[config.mk]
export PLATFORM = sky130hd
export DESIGN_NAME = twos_comp_seq_ctrl
export DESIGN_NICKNAME = d
export VERILOG_FILES = /design/src/rtl/twos_comp_seq_pkg.sv /design/src/rtl/tc_seq_shreg.sv /design/src/rtl/twos_comp_seq_ctrl.sv
export SDC_FILE = /design/constraint.sdc
export NUM_CORES = 1
export LEC_CHECK = 0
export BUFFER_PORTS_ARGS = -buffer_cell sky130_fd_sc_hd__buf_2
export CORE_ASPECT_RATIO = 0.9
export CORE_UTILIZATION = 42
export DETAILED_ROUTE_END_ITERATION = 8
export PLACE_DENSITY = 0.66
export SLEW_MARGIN = 30
export SYNTH_ARGS = -nofsm -noshare
export SYNTH_HDL_FRONTEND = slang
export SYNTH_SLANG_ARGS = --single-unit
[constraint.sdc]
create_clock -name t_clk -period 2.1 [get_ports t_clk]
set_input_delay 0.315 -clock t_clk [delete_from_list [all_inputs] [get_ports t_clk]]
set_output_delay 0.315 -clock t_clk [all_outputs]
set_load 0.05 [all_outputs]
[src/rtl/twos_comp_seq_pkg.sv]
// Shared definitions for the sequential two's-complement controller:
// state encoding, default geometry and the bit-counter width helper.
package twos_comp_seq_pkg;

    localparam int unsigned DEF_WIDTH = 8;
    localparam int unsigned DEF_LAT   = 1;

    // Controller state enumeration, kept as plain constants for legacy tools
    typedef logic [1:0] tc_state_t;
    localparam tc_state_t ST_IDLE  = 2'd0;
    localparam tc_state_t ST_SHIFT = 2'd1;
    localparam tc_state_t ST_DRAIN = 2'd2;
    localparam tc_state_t ST_DONE  = 2'd3;

    function automatic int unsigned cnt_width(input int unsigned width);
        return $clog2(width + 1);
    endfunction

endpackage

[src/rtl/tc_seq_shreg.sv]
// Right-shifting register with parallel load; serial data enters at the MSB.
module tc_seq_shreg
    import twos_comp_seq_pkg::*;
#(
    parameter int unsigned WIDTH = DEF_WIDTH
) (
    input  logic             clk,
    input  logic             rst_n,
    input  logic             load,
    input  logic [WIDTH-1:0] load_val,
    input  logic             shift_en,
    input  logic             ser_in,
    output logic [WIDTH-1:0] q
);

    logic [WIDTH-1:0] data_q;

    always_ff @(posedge clk) begin
        if (!rst_n) begin
            data_q <= '0;
        end else if (load) begin
            data_q <= load_val;
        end else if (shift_en) begin
            data_q <= {ser_in, data_q[WIDTH-1:1]};
        end
    end

    assign q = data_q;

endmodule

[src/rtl/twos_comp_seq_ctrl.sv]
// Serialises an operand LSB-first to an external negator and collects its reply.
// Optional ovf output for the most-negative operand: define TWOS_COMP_SEQ_OVF_EN.
module twos_comp_seq_ctrl
    import twos_comp_seq_pkg::*;
#(
    parameter int unsigned WIDTH = DEF_WIDTH,
    parameter int unsigned LAT   = DEF_LAT
) (
    input  logic             t_clk,
    input  logic             rst_n,
    input  logic             start,
    input  logic [WIDTH-1:0] operand,
    output logic             busy,
    output logic             done,
    output logic [WIDTH-1:0] result,
`ifdef TWOS_COMP_SEQ_OVF_EN
    output logic             ovf,
`endif
    output logic             ser_i,
    output logic             ser_r,
    input  logic             ser_y
);

    localparam int unsigned    CW         = cnt_width(WIDTH);
    localparam logic [CW-1:0]  LAST_BIT   = CW'(WIDTH - 1);
    localparam logic [CW-1:0]  LAST_DRAIN = (LAT > 0) ? CW'(LAT - 1) : '0;

    tc_state_t        state_q, state_d;
    logic [CW-1:0]    cnt_q, cnt_d;
    logic             accept;
    logic             in_shift;
    logic             cap_en;
    logic [WIDTH-1:0] op_q;
    logic             unused_op;

    always_comb begin
        state_d = state_q;
        cnt_d   = cnt_q;
        accept  = 1'b0;
        case (state_q)
            ST_IDLE: begin
                if (start) begin
                    accept  = 1'b1;
                    cnt_d   = '0;
                    state_d = ST_SHIFT;
                end
            end
            ST_SHIFT: begin
                if (cnt_q == LAST_BIT) begin
                    cnt_d   = '0;
                    state_d = (LAT > 0) ? ST_DRAIN : ST_DONE;
                end else begin
                    cnt_d = cnt_q + CW'(1);
                end
            end
            ST_DRAIN: begin
                if (cnt_q == LAST_DRAIN) begin
                    cnt_d   = '0;
                    state_d = ST_DONE;
                end else begin
                    cnt_d = cnt_q + CW'(1);
                end
            end
            default: state_d = ST_IDLE;
        endcase
    end

    always_ff @(posedge t_clk) begin
        if (!rst_n) begin
            state_q <= ST_IDLE;
            cnt_q   <= '0;
        end else begin
            state_q <= state_d;
            cnt_q   <= cnt_d;
        end
    end

    assign in_shift = (state_q == ST_SHIFT);
    assign busy     = (state_q != ST_IDLE);
    assign done     = (state_q == ST_DONE);
    assign ser_i    = in_shift & op_q[0];
    assign ser_r    = in_shift & (cnt_q == '0);

    // Capture window is the shift window delayed by the datapath latency
    if (LAT > 0) begin : g_cap_dly
        logic [LAT-1:0] vld_q;
        logic [LAT:0]   vld_d;
        assign vld_d = {vld_q, in_shift};
        always_ff @(posedge t_clk) begin
            if (!rst_n) begin
                vld_q <= '0;
            end else begin
                vld_q <= vld_d[LAT-1:0];
            end
        end
        assign cap_en = vld_d[LAT];
    end else begin : g_cap_now
        assign cap_en = in_shift;
    end

    tc_seq_shreg #(.WIDTH(WIDTH)) u_ser (
        .clk      (t_clk),
        .rst_n    (rst_n),
        .load     (accept),
        .load_val (operand),
        .shift_en (in_shift),
        .ser_in   (1'b0),
        .q        (op_q)
    );

    tc_seq_shreg #(.WIDTH(WIDTH)) u_des (
        .clk      (t_clk),
        .rst_n    (rst_n),
        .load     (1'b0),
        .load_val ({WIDTH{1'b0}}),
        .shift_en (cap_en),
        .ser_in   (ser_y),
        .q        (result)
    );

    assign unused_op = ^op_q[WIDTH-1:1];

`ifdef TWOS_COMP_SEQ_OVF_EN
    localparam logic [WIDTH-1:0] MIN_NEG = {1'b1, {(WIDTH-1){1'b0}}};
    logic ovf_pend_q, ovf_q;

    always_ff @(posedge t_clk) begin
        if (!rst_n) begin
            ovf_pend_q <= 1'b0;
            ovf_q      <= 1'b0;
        end else if (accept) begin
            ovf_pend_q <= (operand == MIN_NEG);
            ovf_q      <= 1'b0;
        end else if (state_d == ST_DONE && state_q != ST_DONE) begin
            ovf_q <= ovf_pend_q;
        end
    end

    assign ovf = ovf_q;
`endif

endmodule

# [Yosys cells after proc, flatten, opt, wreduce, memory -nomap -nowiden]
# Index checks and enable logic that the tools add are counted.
[word_totals] reg_bits=23 inputBits=12 output_inout_bits=12 elab_cells=34
[classes] addsub=1 eq_ne=7 mux=12 bitwise_logic=2 reduce_logical=7
[op_table] operator="8-bit 2-to-1 mux" count=2
[op_table] operator="4-bit 2-to-1 mux" count=3
[op_table] operator="4-bit one-hot mux with 3 select lines" count=1
[op_table] operator="2-bit 2-to-1 mux" count=3
[op_table] operator="2-bit one-hot mux with 3 select lines" count=1
[op_table] operator="4-bit by 1-bit adder with 4-bit output (second input constant)" count=1
[op_table] operator="2-bit == test (second input constant)" count=2
[op_table] operator="4-bit by 3-bit == test with 1-bit output (second input constant)" count=1
[op_table] operator="4-bit zero test" count=1
[op_table] operator="2-bit != test (second input constant)" count=2
[op_table] operator="2-bit nonzero test" count=2
[op_table] operator="3-bit AND reduction" count=1
[op_table] operator="3-bit nonzero test" count=1
[op_table] operator="1-bit bitwise AND" count=2
[op_table] operator="2-bit by 1-bit == test with 1-bit output (second input constant)" count=1
[op_table] operator="2-bit zero test" count=1
[op_table] operator="1-bit 2-to-1 mux" count=2
[op_table] operator="2-bit by 1-bit != test with 1-bit output (second input constant)" count=1
[op_table] operator="2-bit AND reduction" count=1

# [Logic depth before layout (Yosys ltp)]
[depth] ltp_word=3 depth_mapped=7

# [Modules after synthesis]
# From an unflattened synthesis, not the netlist that was laid out.
[hier_totals] cells_unflattened=128 area_unflattened_um2=1357.6
[by_module_without_submodules] mod="tc_seq_shreg" instances=2 cells_each=35 area_per_inst_um2=440.4
[by_module_without_submodules] mod="twos_comp_seq_ctrl" instances=1 cells_each=58 area_per_inst_um2=476.7

# [Worst setup path after synthesis]
# OpenSTA, ideal clock, no wires.
[synth_timing] path_kind="flip-flop to output port" start="reg state_q[1]" end="out ser_r" arrival_time_ps=1990 required_ps=1785 slack_ps=-205 stages_incl_launch_ff=7 n_path_buf=2 path_cell_list="dfxtp_1 inv_1 ha_1 buf_2 buf_2 nand2_1 nor3_1"
[synth_via] elab_chain_cells=2
[synth_rtl] element="from (decl)" line_no="twos_comp_seq_ctrl.sv:28" rtl="tc_state_t state_q, state_d;"
[synth_rtl] element="from (signal assigned)" line_no="twos_comp_seq_ctrl.sv:73" rtl="state_q <= state_d;"
[synth_rtl] element="2-bit by 1-bit == test with 1-bit output" line_no="twos_comp_seq_ctrl.sv:78" rtl="assign in_shift = (state_q == ST_SHIFT);"
[synth_rtl] element="via in_shift" line_no="twos_comp_seq_ctrl.sv:31" rtl="logic in_shift;"
[synth_rtl] element="1-bit bitwise AND" line_no="twos_comp_seq_ctrl.sv:82" rtl="assign ser_r = in_shift & (cnt_q == '0);"
[synth_rtl] element="to (decl)" line_no="twos_comp_seq_ctrl.sv:20" rtl="output logic ser_r,"
# The timed path passes the listed nets, and every way through them passes these cells.

# [Worst setup path after layout]
[layout_timing] start="reg state_q[1]" end="out ser_i"
[layout_via] elab_chain_cells=2
[layout_rtl] element="2-bit by 1-bit == test with 1-bit output" line_no="twos_comp_seq_ctrl.sv:78"
[layout_rtl] element="via in_shift" line_no="twos_comp_seq_ctrl.sv:31"
[layout_rtl] element="1-bit bitwise AND" line_no="twos_comp_seq_ctrl.sv:81" rtl="assign ser_i = in_shift & op_q[0];"
[layout_rtl] element="to (decl)" line_no="twos_comp_seq_ctrl.sv:19" rtl="output logic ser_i,"
# The timed path passes the listed nets, and every way through them passes these cells.

==> impl_metrics.ini <==
[sta]
hold_viol = 0
fin_setup_tns_ns = 0
hold_slack_ns = 0.231
final_max_slew_viol_count = 0
rsz0062_at_grt = no
tightest_slew_ns = 0.443
setup_slack_ns = 0.155
fin_worst_skew_ns = 0.00189
timing.fmax_ghz = 0.514
finalSetupViolations = 0
max_slew_margin_pct = 70.1
fin_crit_ns = 1.95
period_share_pct = 92.6

[cts]
cts-buffers-inserted = 3
ctsHoldBuffers = 0
htree_levels = 1
insertion_delay_ns = 0.31
cts_tree = done
clock_sinks = 23
cts_buffer_depth = 2
path_clk_slew_ns = 0.13
cts_root_buffer = clkbuf_4

[layout]
nFillCells = 254
instances_no_fill = 168
antenna_cells = 0
synthToLayoutAreaGrowth_pct = 15.5
drive_above_1_share_pct = 23.6
nets = 159

[die]
dieArea_um2 = 2910
die_y_um = 51.3
core_um2 = 2510
start_util_pct = 45.1
die_w_um = 56.7
boundaryPins = 24
rows = 17

[grt]
top_usage_layer = met2
grt_pass1_wl_um = 3160
met1_usage_pct = 16.1
grtUsageMet3_pct = 3.80
grt_use_total_pct = 14.6
gr-total-overflow = 0
grt_max_degree = 25
antenna_found_initial = 0
met2_usage_pct = 25.6
grt_pass1_vias = 758

[hold_path]
hp-class = in2reg
min_from = operand[5]

[yosys]
yosys_register_bits = 23
synth_top_area_share_pct = 40.7
synth_area_leader_cell = dfxtp_1
syn_inst = 117
yosys-top-cells-area = dfxtp_1 (41%), mux2i_1 (14%), o211a_1 (7.1%)
yosysWarningCount = 0
ys_seq_area_share_pct = 40.7
ys_types = 26
avgSynthCellArea_um2 = 9.68
synth_area_um2 = 1130
synth_nets = 135

[outcome]
status = finished with violations
failed_checks = DRC

[flow_run]
cap_violations = 0

[detailed_routing]
dr.pass1.iters = 6
drc = 2
drt_iter0_drc = 24
wire_per_inst_um = 11.8
antenna_left = 0
routed_wl_um = 1980
vias_per_cell = 5.27
via_count = 886

[power]
irDropWorstVdd_mv = 0.537
p_per_area_nw_per_um2 = 1100
p_leak_nw = 0.619

[placed_design]
dp_slack_ns = 0.389
place_inst = 164
dp_hpwl_um = 1460
port-buffer-count = 23
gp_congestion = 0.767

[critical_path]
crit_type = reg2out
arrival_ns = 1.63
worstPathRequired_ns = 1.78
cp-end-kind = primary output
reg2reg_from = state_q[0]
crit_path_start = state_q[1]
critPathMaxFanout = 10
critPathLaunchType = register
logic make-up after synthesis:
group | count (synthesis) | share of synthesized area [%]
compound gates | 17 | 13.4
simple gates | 43 | 20.6
xor+xnor | 1 | 0.774
mux | 16 | 14.1
flops | 23 | 40.7
buf+inv | 11 | 3.87
fa+ha+maj | 6 | 6.63
path summary, 6_finish.rpt:
kind         slack (ns)    endpoint  cells after the start
min                0.23  u_ser.q[5]                      2
min reg2reg        0.51  u_ser.q[7]                      2
max reg2reg        0.33    cnt_q[3]                      6
max                0.15       ser_i                      5
sequential cells by signal (all words and copies together) (netlist names):
signal   cells
state_q      2
u_ser.q      8
u_des.q      8
cap_en       1
cnt_q        4
power by group:
part / internal (mW) / leakage, nW / switching, mW
sequential: 0.506 / 0.188 / 0.0565
combinational: 0.265 / 0.414 / 0.398
clock: 0.0712 / 0.0177 / 0.137
Yosys cell counts, drive strengths merged:
cell type  number
dfxtp          23
mux2i          16
nand2          15
nor2b          11
o211a           8
ha              6
inv             5
a21boi          4
clkbuf          4
nor2            4
nor3            3
o21ai           3
a22oi           2
and2            2
buf             2
nand3           2
nand2b          1
nand3b          1
nor4            1
nor4b           1
nor4bb          1
or4             1
xnor2           1
per-stage QoR:
stage / total power, mW / cell area (µm²) / utilization, %
after floorplan: 1.11 / 1140 / -
after global placement: 1.22 / 1280 / 50.9
after detailed placement: 1.24 / 1280 / 50.9
after CTS: 1.45 / 1310 / 52.0
after global routing: 1.53 / 1310 / 52.1
final: 1.43 / 1310 / 52.1
timing repair:
action                                  CTS  global route
resized for setup                         0             1
buffers inserted                          0             0
endpoints found under the setup margin    0             1
cells in the final DEF, fill, tap and decap left out, drive strengths merged:
| cell | count |
|---|---|
| a21boi | 4 |
| a22oi | 2 |
| and2 | 2 |
| buf | 24 |
| clkbuf | 4 |
| clkinv | 1 |
| dfxtp | 23 |
| ha | 6 |
| inv | 5 |
| mux2i | 16 |
| nand2 | 15 |
| nand2b | 1 |
| nand3 | 2 |
| nand3b | 1 |
| nor2 | 4 |
| nor2b | 11 |
| nor3 | 3 |
| nor4 | 1 |
| nor4b | 1 |
| nor4bb | 1 |
| o211a | 8 |
| o21ai | 3 |
| or4 | 1 |
| xnor2 | 1 |
area by class of cell:
class                           count  area, µm²  area share [%]
Multi-Input combinational cell     83        633            48.4
Sequential cell                    23        460            35.2
Timing Repair Buffer               25        133            10.1
Tap cell                           28       35.0            2.68
Clock buffer                        3       22.5            1.72
Inverter                            5       18.8            1.44
Clock inverter                      1       5.00           0.383
per-layer routing:
layer | vias up | routed length (µm)
li1 | 451 | -
met3 | 4 | 87
met4 | 0 | 36
met2 | 24 | 943
met1 | 407 | 915
met5 | - | 0
worst max-delay path: stages (launching register included):
cell and delay, ns:
dfxtp_1 0.41, inv_1 0.08, ha_1 0.25, buf_4 0.21
and2_1 0.16, clkbuf_4 0.20
Note: power is estimated with default switching activity, not from simulation.
